File: src/rtl/keyboard_event_rx.sv
`timescale 1ns/1ps
`default_nettype none
// ============================================================================
// Module   : keyboard_event_rx
// Function : PS/2 keyboard receiver folding E0/F0 prefixes into key events,
//            queued in a first-word-fall-through FIFO with a valid/ready port.
// Revision : 1.0
// ============================================================================
module keyboard_event_rx #(
  parameter int FIFO_DEPTH     = 8,
  parameter int TIMEOUT_CYCLES = 50000,
  parameter int REPORT_BREAK   = 0,
  parameter int SYNC_STAGES    = 2
) (
  input  logic                        CLK,
  input  logic                        RESETn,
  input  logic                        ps2_clk,
  input  logic                        ps2_data,
  output logic                        evt_valid,
  input  logic                        evt_ready,
  output logic [7:0]                  evt_code,
  output logic                        evt_break,
  output logic                        evt_ext,
  output logic [$clog2(FIFO_DEPTH):0] fifo_count,
  output logic                        overflow,
  input  logic                        clear_overflow,
  output logic                        parity_err,
  input  logic                        flush
);

  localparam int AW = $clog2(FIFO_DEPTH);
  localparam int TW = $clog2(TIMEOUT_CYCLES + 1);
  localparam logic [TW-1:0] c_tmo_last = TW'(TIMEOUT_CYCLES - 1);
  localparam logic [AW:0]   c_full     = (AW + 1)'(FIFO_DEPTH);

  typedef enum logic [1:0] {
    S_IDLE   = 2'd0,
    S_DATA   = 2'd1,
    S_PARITY = 2'd2,
    S_STOP   = 2'd3
  } state_t;

  logic [SYNC_STAGES-1:0] r_clk_sync;
  logic [SYNC_STAGES-1:0] r_data_sync;
  logic                   r_clk_prev;
  logic                   w_ps2_clk;
  logic                   w_ps2_data;
  logic                   w_edge;

  state_t         r_state;
  state_t         w_state_nxt;
  logic [2:0]     r_bit_idx;
  logic [7:0]     r_shift;
  logic           r_parity;
  logic [TW-1:0]  r_tmo_cnt;
  logic           w_timeout;
  logic           w_frame_done;
  logic           w_good;
  logic           w_good_frame;
  logic           w_bad_frame;
  logic           r_parity_err;

  logic           r_ext;
  logic           r_brk;
  logic           w_ext_nxt;
  logic           w_brk_nxt;
  logic           w_push;
  logic [9:0]     w_push_data;

  logic [9:0]     r_mem [FIFO_DEPTH];
  logic [AW-1:0]  r_wr_ptr;
  logic [AW-1:0]  r_rd_ptr;
  logic [AW:0]    r_count;
  logic           r_overflow;
  logic           w_full;
  logic           w_pop;
  logic           w_wr_en;
  logic           w_drop;
  logic [9:0]     w_head;

  // Synchronisers idle high so a reset never fabricates a falling edge.
  always_ff @(posedge CLK) begin
    if (!RESETn) begin
      r_clk_sync  <= '1;
      r_data_sync <= '1;
      r_clk_prev  <= 1'b1;
    end else begin
      r_clk_sync  <= {r_clk_sync[SYNC_STAGES-2:0], ps2_clk};
      r_data_sync <= {r_data_sync[SYNC_STAGES-2:0], ps2_data};
      r_clk_prev  <= w_ps2_clk;
    end
  end

  assign w_ps2_clk  = r_clk_sync[SYNC_STAGES-1];
  assign w_ps2_data = r_data_sync[SYNC_STAGES-1];
  assign w_edge     = r_clk_prev & ~w_ps2_clk;

  always_ff @(posedge CLK) begin
    if (!RESETn) begin
      r_state <= S_IDLE;
    end else begin
      r_state <= w_state_nxt;
    end
  end

  always_comb begin
    w_state_nxt  = r_state;
    w_frame_done = 1'b0;
    case (r_state)
      S_IDLE:   if (w_edge && !w_ps2_data) w_state_nxt = S_DATA;
      S_DATA:   if (w_edge && r_bit_idx == 3'd7) w_state_nxt = S_PARITY;
      S_PARITY: if (w_edge) w_state_nxt = S_STOP;
      S_STOP: begin
        if (w_edge) begin
          w_state_nxt  = S_IDLE;
          w_frame_done = 1'b1;
        end
      end
      default:  w_state_nxt = S_IDLE;
    endcase
    if (w_timeout) w_state_nxt = S_IDLE;
  end

  assign w_timeout = (r_state != S_IDLE) & ~w_edge & (r_tmo_cnt == c_tmo_last);

  always_ff @(posedge CLK) begin
    if (!RESETn) begin
      r_tmo_cnt <= '0;
    end else if (r_state == S_IDLE || w_edge || w_timeout) begin
      r_tmo_cnt <= '0;
    end else begin
      r_tmo_cnt <= r_tmo_cnt + 1'b1;
    end
  end

  always_ff @(posedge CLK) begin
    if (!RESETn) begin
      r_bit_idx <= '0;
      r_shift   <= '0;
      r_parity  <= 1'b0;
    end else if (w_edge) begin
      case (r_state)
        S_IDLE: r_bit_idx <= '0;
        S_DATA: begin
          r_shift   <= {w_ps2_data, r_shift[7:1]};
          r_bit_idx <= r_bit_idx + 3'd1;
        end
        S_PARITY: r_parity <= w_ps2_data;
        default: ;
      endcase
    end
  end

  // The stop bit is the live data sample at the closing edge.
  assign w_good       = w_ps2_data & (^r_shift ^ r_parity);
  assign w_good_frame = w_frame_done & w_good;
  assign w_bad_frame  = w_frame_done & ~w_good;

  always_ff @(posedge CLK) begin
    if (!RESETn) begin
      r_parity_err <= 1'b0;
    end else begin
      r_parity_err <= w_bad_frame;
    end
  end

  always_comb begin
    w_ext_nxt = r_ext;
    w_brk_nxt = r_brk;
    w_push    = 1'b0;
    if (flush || w_bad_frame) begin
      w_ext_nxt = 1'b0;
      w_brk_nxt = 1'b0;
    end else if (w_good_frame) begin
      if (r_shift == 8'hE0) begin
        w_ext_nxt = 1'b1;
      end else if (r_shift == 8'hF0) begin
        w_brk_nxt = 1'b1;
      end else begin
        w_ext_nxt = 1'b0;
        w_brk_nxt = 1'b0;
        w_push    = (REPORT_BREAK != 0) || !r_brk;
      end
    end
  end

  assign w_push_data = {r_ext, r_brk, r_shift};

  always_ff @(posedge CLK) begin
    if (!RESETn) begin
      r_ext <= 1'b0;
      r_brk <= 1'b0;
    end else begin
      r_ext <= w_ext_nxt;
      r_brk <= w_brk_nxt;
    end
  end

  // A full FIFO still accepts a push when the head leaves in the same cycle.
  assign w_full  = (r_count == c_full);
  assign w_pop   = evt_valid & evt_ready;
  assign w_wr_en = w_push & (~w_full | w_pop);
  assign w_drop  = w_push & w_full & ~w_pop;

  always_ff @(posedge CLK) begin
    if (w_wr_en) r_mem[r_wr_ptr] <= w_push_data;
  end

  always_ff @(posedge CLK) begin
    if (!RESETn || flush) begin
      r_wr_ptr <= '0;
      r_rd_ptr <= '0;
      r_count  <= '0;
    end else begin
      if (w_wr_en) r_wr_ptr <= r_wr_ptr + 1'b1;
      if (w_pop)   r_rd_ptr <= r_rd_ptr + 1'b1;
      case ({w_wr_en, w_pop})
        2'b10:   r_count <= r_count + 1'b1;
        2'b01:   r_count <= r_count - 1'b1;
        default: r_count <= r_count;
      endcase
    end
  end

  always_ff @(posedge CLK) begin
    if (!RESETn) begin
      r_overflow <= 1'b0;
    end else if (w_drop) begin
      r_overflow <= 1'b1;
    end else if (clear_overflow) begin
      r_overflow <= 1'b0;
    end
  end

  assign w_head     = r_mem[r_rd_ptr];
  assign evt_valid  = (r_count != '0);
  assign evt_code   = evt_valid ? w_head[7:0] : 8'h00;
  assign evt_break  = evt_valid & w_head[8];
  assign evt_ext    = evt_valid & w_head[9];
  assign fifo_count = r_count;
  assign overflow   = r_overflow;
  assign parity_err = r_parity_err;

endmodule
`default_nettype wire

File: config.mk
export PLATFORM = sky130hd
export DESIGN_NAME = keyboard_event_rx
export DESIGN_NICKNAME = d
export VERILOG_FILES = /design/src/rtl/keyboard_event_rx.sv
export SDC_FILE = /design/constraint.sdc
export NUM_CORES = 1
export LEC_CHECK = 0
export CAP_MARGIN = 10
export CORE_ASPECT_RATIO = 1.5
export CORE_UTILIZATION = 50
export DETAILED_ROUTE_END_ITERATION = 12
export GPL_TIMING_DRIVEN = 0
export HOLD_SLACK_MARGIN = 0.02
export PLACE_DENSITY_LB_ADDON = 0.05
export RECOVER_POWER = 100
export SLEW_MARGIN = 15
export SYNTH_ARGS = -nofsm -noshare
export SYNTH_HDL_FRONTEND = slang
export SYNTH_SLANG_ARGS = --single-unit
File: constraint.sdc
create_clock -name CLK -period 3.9 [get_ports CLK]
set_clock_uncertainty 0.05 [all_clocks]
set_input_delay 0.585 -clock CLK [delete_from_list [all_inputs] [get_ports CLK]]
set_output_delay 0.585 -clock CLK [all_outputs]
set_load 0.005 [all_outputs]
==> out/qor.yml, run 1 <==
outcome: "finished clean"
peakVddDrop_uv: 358
cts_tree: "done"
cp.required_ns: 3.87
yosys_warnings: 0
yosysSeqAreaShare_pct: 62.3
worstMarginPinSlew_ns: 1.27
final_area_um2: 6550
grt.busiest_layer: "met2"
root_buffer: "clkbuf_16"
first_pass_iters: 4
cts_resized: 0
arrival_ns: 3.45
yosys-top-cells-area: "edfxtp_1, dfxtp_1, mux4_2"
area_growth_pct: 18.5
start_kind: "flip-flop"
setup_viol: 0
fp.coreArea_um2: 10600
powerDensity_nw_per_um2: 481
path_class: "reg2reg"
cp_num_buf_inv: 0
grt_pass1_vias: 3159
syn_area_per_cell_um2: 13.6
synthDistinctLibCells: 51
cts.sinks: 132
use_met1_pct: 22.2
cts_buffer_depth: 2
syn-num-nets: 431
initial_core_util_pct: 51.9
grt_pass1_wl_um: 16000
dieHeight_um: 131
post_layout_nonfiller_instances: 606
crit_path_max_fanout: 11
synth_most_common_cell: "edfxtp_1"
max_slew_margin_pct: 14.9
use_met3_pct: 6.22
cts_buffers: 17
fin_crit_sh_pct: 89.1
die_w_um: 87.9
wl_per_cell_um: 16.5
ys_ff_latch: 132
path_cells: "ha_1, xnor3_1, xnor2_4, nand4_4, or2_0, nor2_1"
place_congestion: 0.745
synth_edf_count: 80
die_area_um2: 11500
htreeDepth: 4
dpl_cell_area_um2: 5970
antenna_cells: 0
grt_max_degree: 17
min_period_ns: 3.48
hold_viol_final: 0
netlist.area_leader.share_pct: 43.4
netlist_top_cells_count: "edfxtp_1, dfxtp_1, nor2_1, nand2_1, mux4_2"
ys_async_sr_fraction_pct: 0
cpMaxStageDelayCell: "nor2_1"
rsz0062_at_grt: "false"
clkSlewWorstSetupHoldPaths_ns: 0.06
cts_setup_buffers: 0
vias: 3226
syn_inst: 407
path_delay_family: "simple AND/OR/NAND/NOR gates"
utilization_pct: 61.6
r2r_start: "r_shift[7]"
antenna_found_initial: 0
synth_top_area_cell: "edfxtp_1"
drv_cap: 0
drt_iter0_markers: 137
cp-startpoint: "r_shift[7]"
drc_errors: 0
placed_cells: 576
rows: 46
grt_use_met2_pct: 33.7
min_from: "r_data_sync[0]"
fin_nets: 475
detail-route-antenna-nets: 0
leakage_nw: 2.23
syn_area_um2: 5530
port_buffers: 23
hold_path.class: "reg2reg"
dp_hpwl_um: 6740
ios: 24
max_freq_mhz: 288
cp-end-kind: "flip-flop"
synthFlopType: "edfxtp_1"
hold_buffers: 0
grt_overflow: 0
drt-total-wl_um: 10000
critPathMaxStageDelay_ns: 0.99
slew_viol_final: 0
via_per_inst: 5.32
grt_usage_pct: 19.6
clk_latency_ns: 0.41
drive_above_1_share_pct: 11.9
-- layout make-up --
class                           count  area [µm²]
Buffer                             16        65.1
Clock buffer                       17         425
Clock inverter                     13         190
Fill cell                         843        4090
Inverter                           17        63.8
Multi-Input combinational cell    242        1940
Sequential cell                   132        3440
Tap cell                          144         180
Timing Repair Buffer               25         241
-- worst reg2reg max path: cells and delay by family, from the launching register on --
family	cells	cell delay (ns)
fa+ha+maj	1	0.32
flops	1	0.54
xor+xnor	2	0.69
simple gates	3	1.48
-- cells by family after synthesis --
family                   after synthesis  share of synthesized area, %
XOR/XNOR                              21                          3.94
adder cells (fa/ha/maj)               17                          3.98
AO/OA/AOI/OAI                         30                          3.60
flip-flops                           132                          62.3
AND/OR/NAND/NOR                      140                          13.2
multiplexers                          34                          10.7
buffers and inverters                 33                          2.33
-- power by group --
part	internal (W)	switching, W
Combinational	0.0000112	0.0000142
Clock	0.00111	0.000547
Sequential	0.00147	0.00000103
Total	0.00259	0.000562
-- through the flow --
| step | hold WS (ns) | total power [W] | setup TNS [ns] | setup slack (ns) |
|---|---|---|---|---|
| after floorplan | 0.336 | 0.00151 | 0 | 0.927 |
| after global placement | 0.339 | 0.00152 | -0.935 | -0.0953 |
| after detailed placement | 0.351 | 0.00152 | 0 | 0.398 |
| after CTS | 0.364 | 0.00317 | 0 | 0.384 |
| after global routing | 0.383 | 0.00323 | 0 | 0.218 |
| final | 0.358 | 0.00315 | 0 | 0.424 |
-- state kept, by name, indices dropped and copies added (netlist names), 2 cells and up, named ones only --
name	flops
fifo_count	4
r_bit_idx	3
r_clk_sync	2
r_data_sync	2
r_mem	80
r_rd_ptr	3
r_shift	8
r_state	2
r_tmo_cnt	16
r_wr_ptr	3
-- worst paths after layout --
kind,end,slack (ns),depth (start not counted)
worst min register to register,r_data_sync[1],0.36,1
worst max-delay path,r_mem[6][5],0.42,6
worst max register to register,r_mem[6][5],0.42,6
worst min-delay path,r_data_sync[1],0.36,1
-- per-layer routing --
metal  share of wire [%]  wire, µm
met1                  43      4280
met4                 1.9       190
met5                   0         0
met2                  53      5320
met3                 2.3       231
-- cell usage in the layout, fill, tap and decap left out, types with 5 or more instances in the layout --
| cell type | n |
|---|---|
| clkbuf_1 | 12 |
| edfxtp_1 | 80 |
| nand2b_1 | 11 |
| nor3_1 | 10 |
| nor2_1 | 48 |
| nand2_1 | 21 |
| inv_1 | 17 |
| mux2i_1 | 14 |
| dlygate4sd3_1 | 18 |
| a21oi_1 | 9 |
| xor2_1 | 10 |
| xnor2_1 | 9 |
| nand4_1 | 5 |
| ha_1 | 16 |
| clkbuf_16 | 17 |
| dfxtp_1 | 52 |
| mux4_2 | 20 |
| bufinv_16 | 5 |
| clkdlybuf4s50_1 | 5 |
| nor2b_1 | 10 |
| nand3_1 | 15 |
Power figures use the tool's default switching activity.
==> run 2: changes to the inputs <==
CELL_PAD_IN_SITES_DETAIL_PLACEMENT = 0   (was not set)
CELL_PAD_IN_SITES_GLOBAL_PLACEMENT = 2   (was not set)
CORE_MARGIN = 2   (was not set)
CORE_UTILIZATION = 43   (was 50)
==> run 2 against run 1 <==
Net effect: sequential share of layout area increased by 0.68 points; final cell count increased by 2.3%; non-clock buffer count unchanged; hold slack got worse by 0.0052 ns; sequential power about the same.
==> out/qor.yml, run 2 (synthesis gave the netlist of run 1 again) <==
place_congestion: 0.745  # unchanged
wl_per_cell_um: 16.6  # +0.14%
final_cell_mix: "edfxtp_1, dfxtp_1, nor2_1, nand2_1, mux4_2"
nFillCells: 1105  # +31%
die_area_um2: 13800  # +20%
r2r_start: "r_shift[3]"
hold_path.class: "reg2reg"
leakage_nw: 2.17  # -2.5%
grt_pass1_vias: 3128  # -0.98%
via_per_inst: 5.11  # -4.0%
root_buffer: "clkbuf_16"
cp.required_ns: 3.90  # +0.03 ns
drc_errors: 0  # unchanged
setup_viol: 0  # unchanged
cp-startpoint: "r_shift[3]"
peakVddDrop_uv: 293  # -18%
arrival_ns: 3.50  # +0.05 ns
drt-total-wl_um: 10300  # +2.5%
cts_buffers: 17  # unchanged
cts_buffer_depth: 2  # unchanged
grt_overflow: 0  # unchanged
detail-route-antenna-nets: 0  # unchanged
cts_setup_buffers: 0  # unchanged
fin_crit_sh_pct: 89.8  # +0.62 points
antenna_cells: 0  # unchanged
die_w_um: 96.6  # +9.9%
path_delay_family: "simple AND/OR/NAND/NOR gates"
outcome: "finished clean"
largest_reg_flops: 80  # unchanged
powerDensity_nw_per_um2: 443  # -7.8%
cp-end-kind: "flip-flop"
hold_viol_final: 0  # unchanged
cp_num_buf_inv: 2  # +2
drt_iter0_markers: 139  # +1.5%
rsz0062_at_grt: "false"
hold_end: "r_data_sync[1]"
drive_above_1_share_pct: 12.1  # +0.16 points
grt_usage_pct: 16.5  # -3.1 points
setup_ws_ns: 0.399  # -0.0243 ns
fin_nets: 475  # unchanged
ios: 24  # unchanged
initial_core_util_pct: 44.2  # -7.7 points
worstMarginPinSlew_ns: 1.15  # -0.117 ns
top_register: "r_mem"
path_class: "reg2reg"
grt_max_degree: 17  # unchanged
reg.largest.list: "r_mem x80, r_tmo_cnt x16, r_shift x8"
clkSlewWorstSetupHoldPaths_ns: 0.06  # about the same
dp_hpwl_um: 7060  # +4.7%
reg2reg_depth: 8  # +2
layout_commonest_cell: "edfxtp_1"
hold_depth: 1  # unchanged
max_freq_mhz: 286  # -0.70%
hold_buffers: 0  # unchanged
critPathMaxStageDelay_ns: 0.59  # -0.40 ns
cts_tree: "done"
cpMaxStageDelayCell: "nor3_1"
r2r_end: "r_mem[4][5]"
cts.sinks: 132  # unchanged
max_slew_margin_pct: 22.8  # +7.9 points
cts_resized: 0  # unchanged
clk_latency_ns: 0.41  # about the same
rows: 50  # +8.7%
slew_viol_final: 0  # unchanged
place_ws_ns: 0.501  # +0.103 ns
antenna_found_initial: 0  # unchanged
port_buffers: 23  # unchanged
placed_cells: 588  # +2.1%
crit_path_max_fanout: 10  # -1
area_growth_pct: 17.0
grt_pass1_wl_um: 16400  # +2.4%
vias: 3169  # -1.8%
first_pass_iters: 4  # unchanged
start_kind: "flip-flop"
min_from: "r_data_sync[0]"
post_layout_nonfiller_instances: 620  # +2.3%
fp.coreArea_um2: 12500  # +18%
whs_ns: 0.353  # -0.00524 ns
path_cells: "inv_1, ha_1, xnor2_1, xnor2_4, nand4_4, or2_0, nor3_1, clkbuf_1"
dieHeight_um: 143  # +9.2%
min_period_ns: 3.50  # +0.0243 ns
htreeDepth: 4  # unchanged
drv_cap: 0  # unchanged
reg2reg_slack_ns: 0.40  # -0.02 ns
==> run 2: changes by cell type in the layout (fill, tap and decap cells not counted) <==
cell / previous run / this run
bufinv_16: 5 / 0
clkinv_1: 4 / 2
clkbuf_1: 12 / 15
inv_6: 0 / 1
clkinvlp_4: 2 / 4
clkinv_2: 2 / 3
buf_4: 1 / 0
clkinv_4: 0 / 3
==> run 2: how the worst max path moves through the flow <==
stage	end	slack (ns)	cells after the start
after floorplan	r_mem[4][0]	0.93	6
after global placement	r_mem[4][4]	-0.06	6
after detailed placement	r_mem[5][4]	0.50	6
after CTS	r_mem[6][3]	0.48	6
after global routing	r_mem[4][4]	0.19	8
final	r_mem[4][5]	0.40	8
==> run 2: routing by layer <==
metal	GRT usage, %	vias to the layer above	wire [µm]
met5	0	-	0
met4	5.93	0	106
met3	4.91	9	229
met2	28.3	50	5440
met1	19.2	1535	4480
li1	-	1575	-
==> run 2: area by class of cell <==
type                       count  area [µm²]  area share, %
inverter                      17        63.8          0.986
clock buffer                  19         433           6.69
clock inverter                13        87.6           1.35
timing repair buffer          25         238           3.67
tap                          156         195           3.02
multi-input combinational    242        1940           30.1
buffer                        16        65.1           1.01
sequential                   132        3440           53.2
==> run 2: worst reg2reg max path, delay by kind of cell, from the launching register on <==
| family | cells | cell delay, ns |
|---|---|---|
| xor gates and xnor gates | 2 | 0.60 |
| adders and majority gates | 1 | 0.30 |
| buffers and inverters | 2 | 0.58 |
| DFF | 1 | 0.53 |
| and+or+nand+nor | 3 | 1.07 |
==> run 2: where the power goes <==
| group | total [W] | internal [W] | leakage (nW) | switching [W] |
|---|---|---|---|---|
| clock | 0.00138 | 0.000806 | 0.244 | 0.000572 |
| combinational | 0.0000254 | 0.0000112 | 0.766 | 0.0000142 |
| sequential | 0.00147 | 0.00147 | 1.16 | 0.000000883 |
| total | 0.00287 | 0.00228 | 2.17 | 0.000587 |
==> run 2: stage by stage <==
| stage | power (W) | TNS, ns | util (%) | cell area, µm² |
|---|---|---|---|---|
| 6_report | 0.00287 | 0 | 51.7 | 6470 |
| 5_1_grt | 0.00296 | 0 | 51.7 | 6470 |
| 4_1_cts | 0.00291 | 0 | 52.0 | 6500 |
| 3_5_place_dp | 0.00152 | 0 | 47.8 | 5980 |
| 3_3_place_gp | 0.00152 | -0.577 | 47.6 | 5960 |
| 2_1_floorplan | 0.00151 | 0 | - | 5530 |
==> run 3: changes to the inputs <==
CTS_CLUSTER_DIAMETER = 60   (was not set)
==> results of run 3 <==
No change in the layout: final DEF, timing and power equal those of run 2.
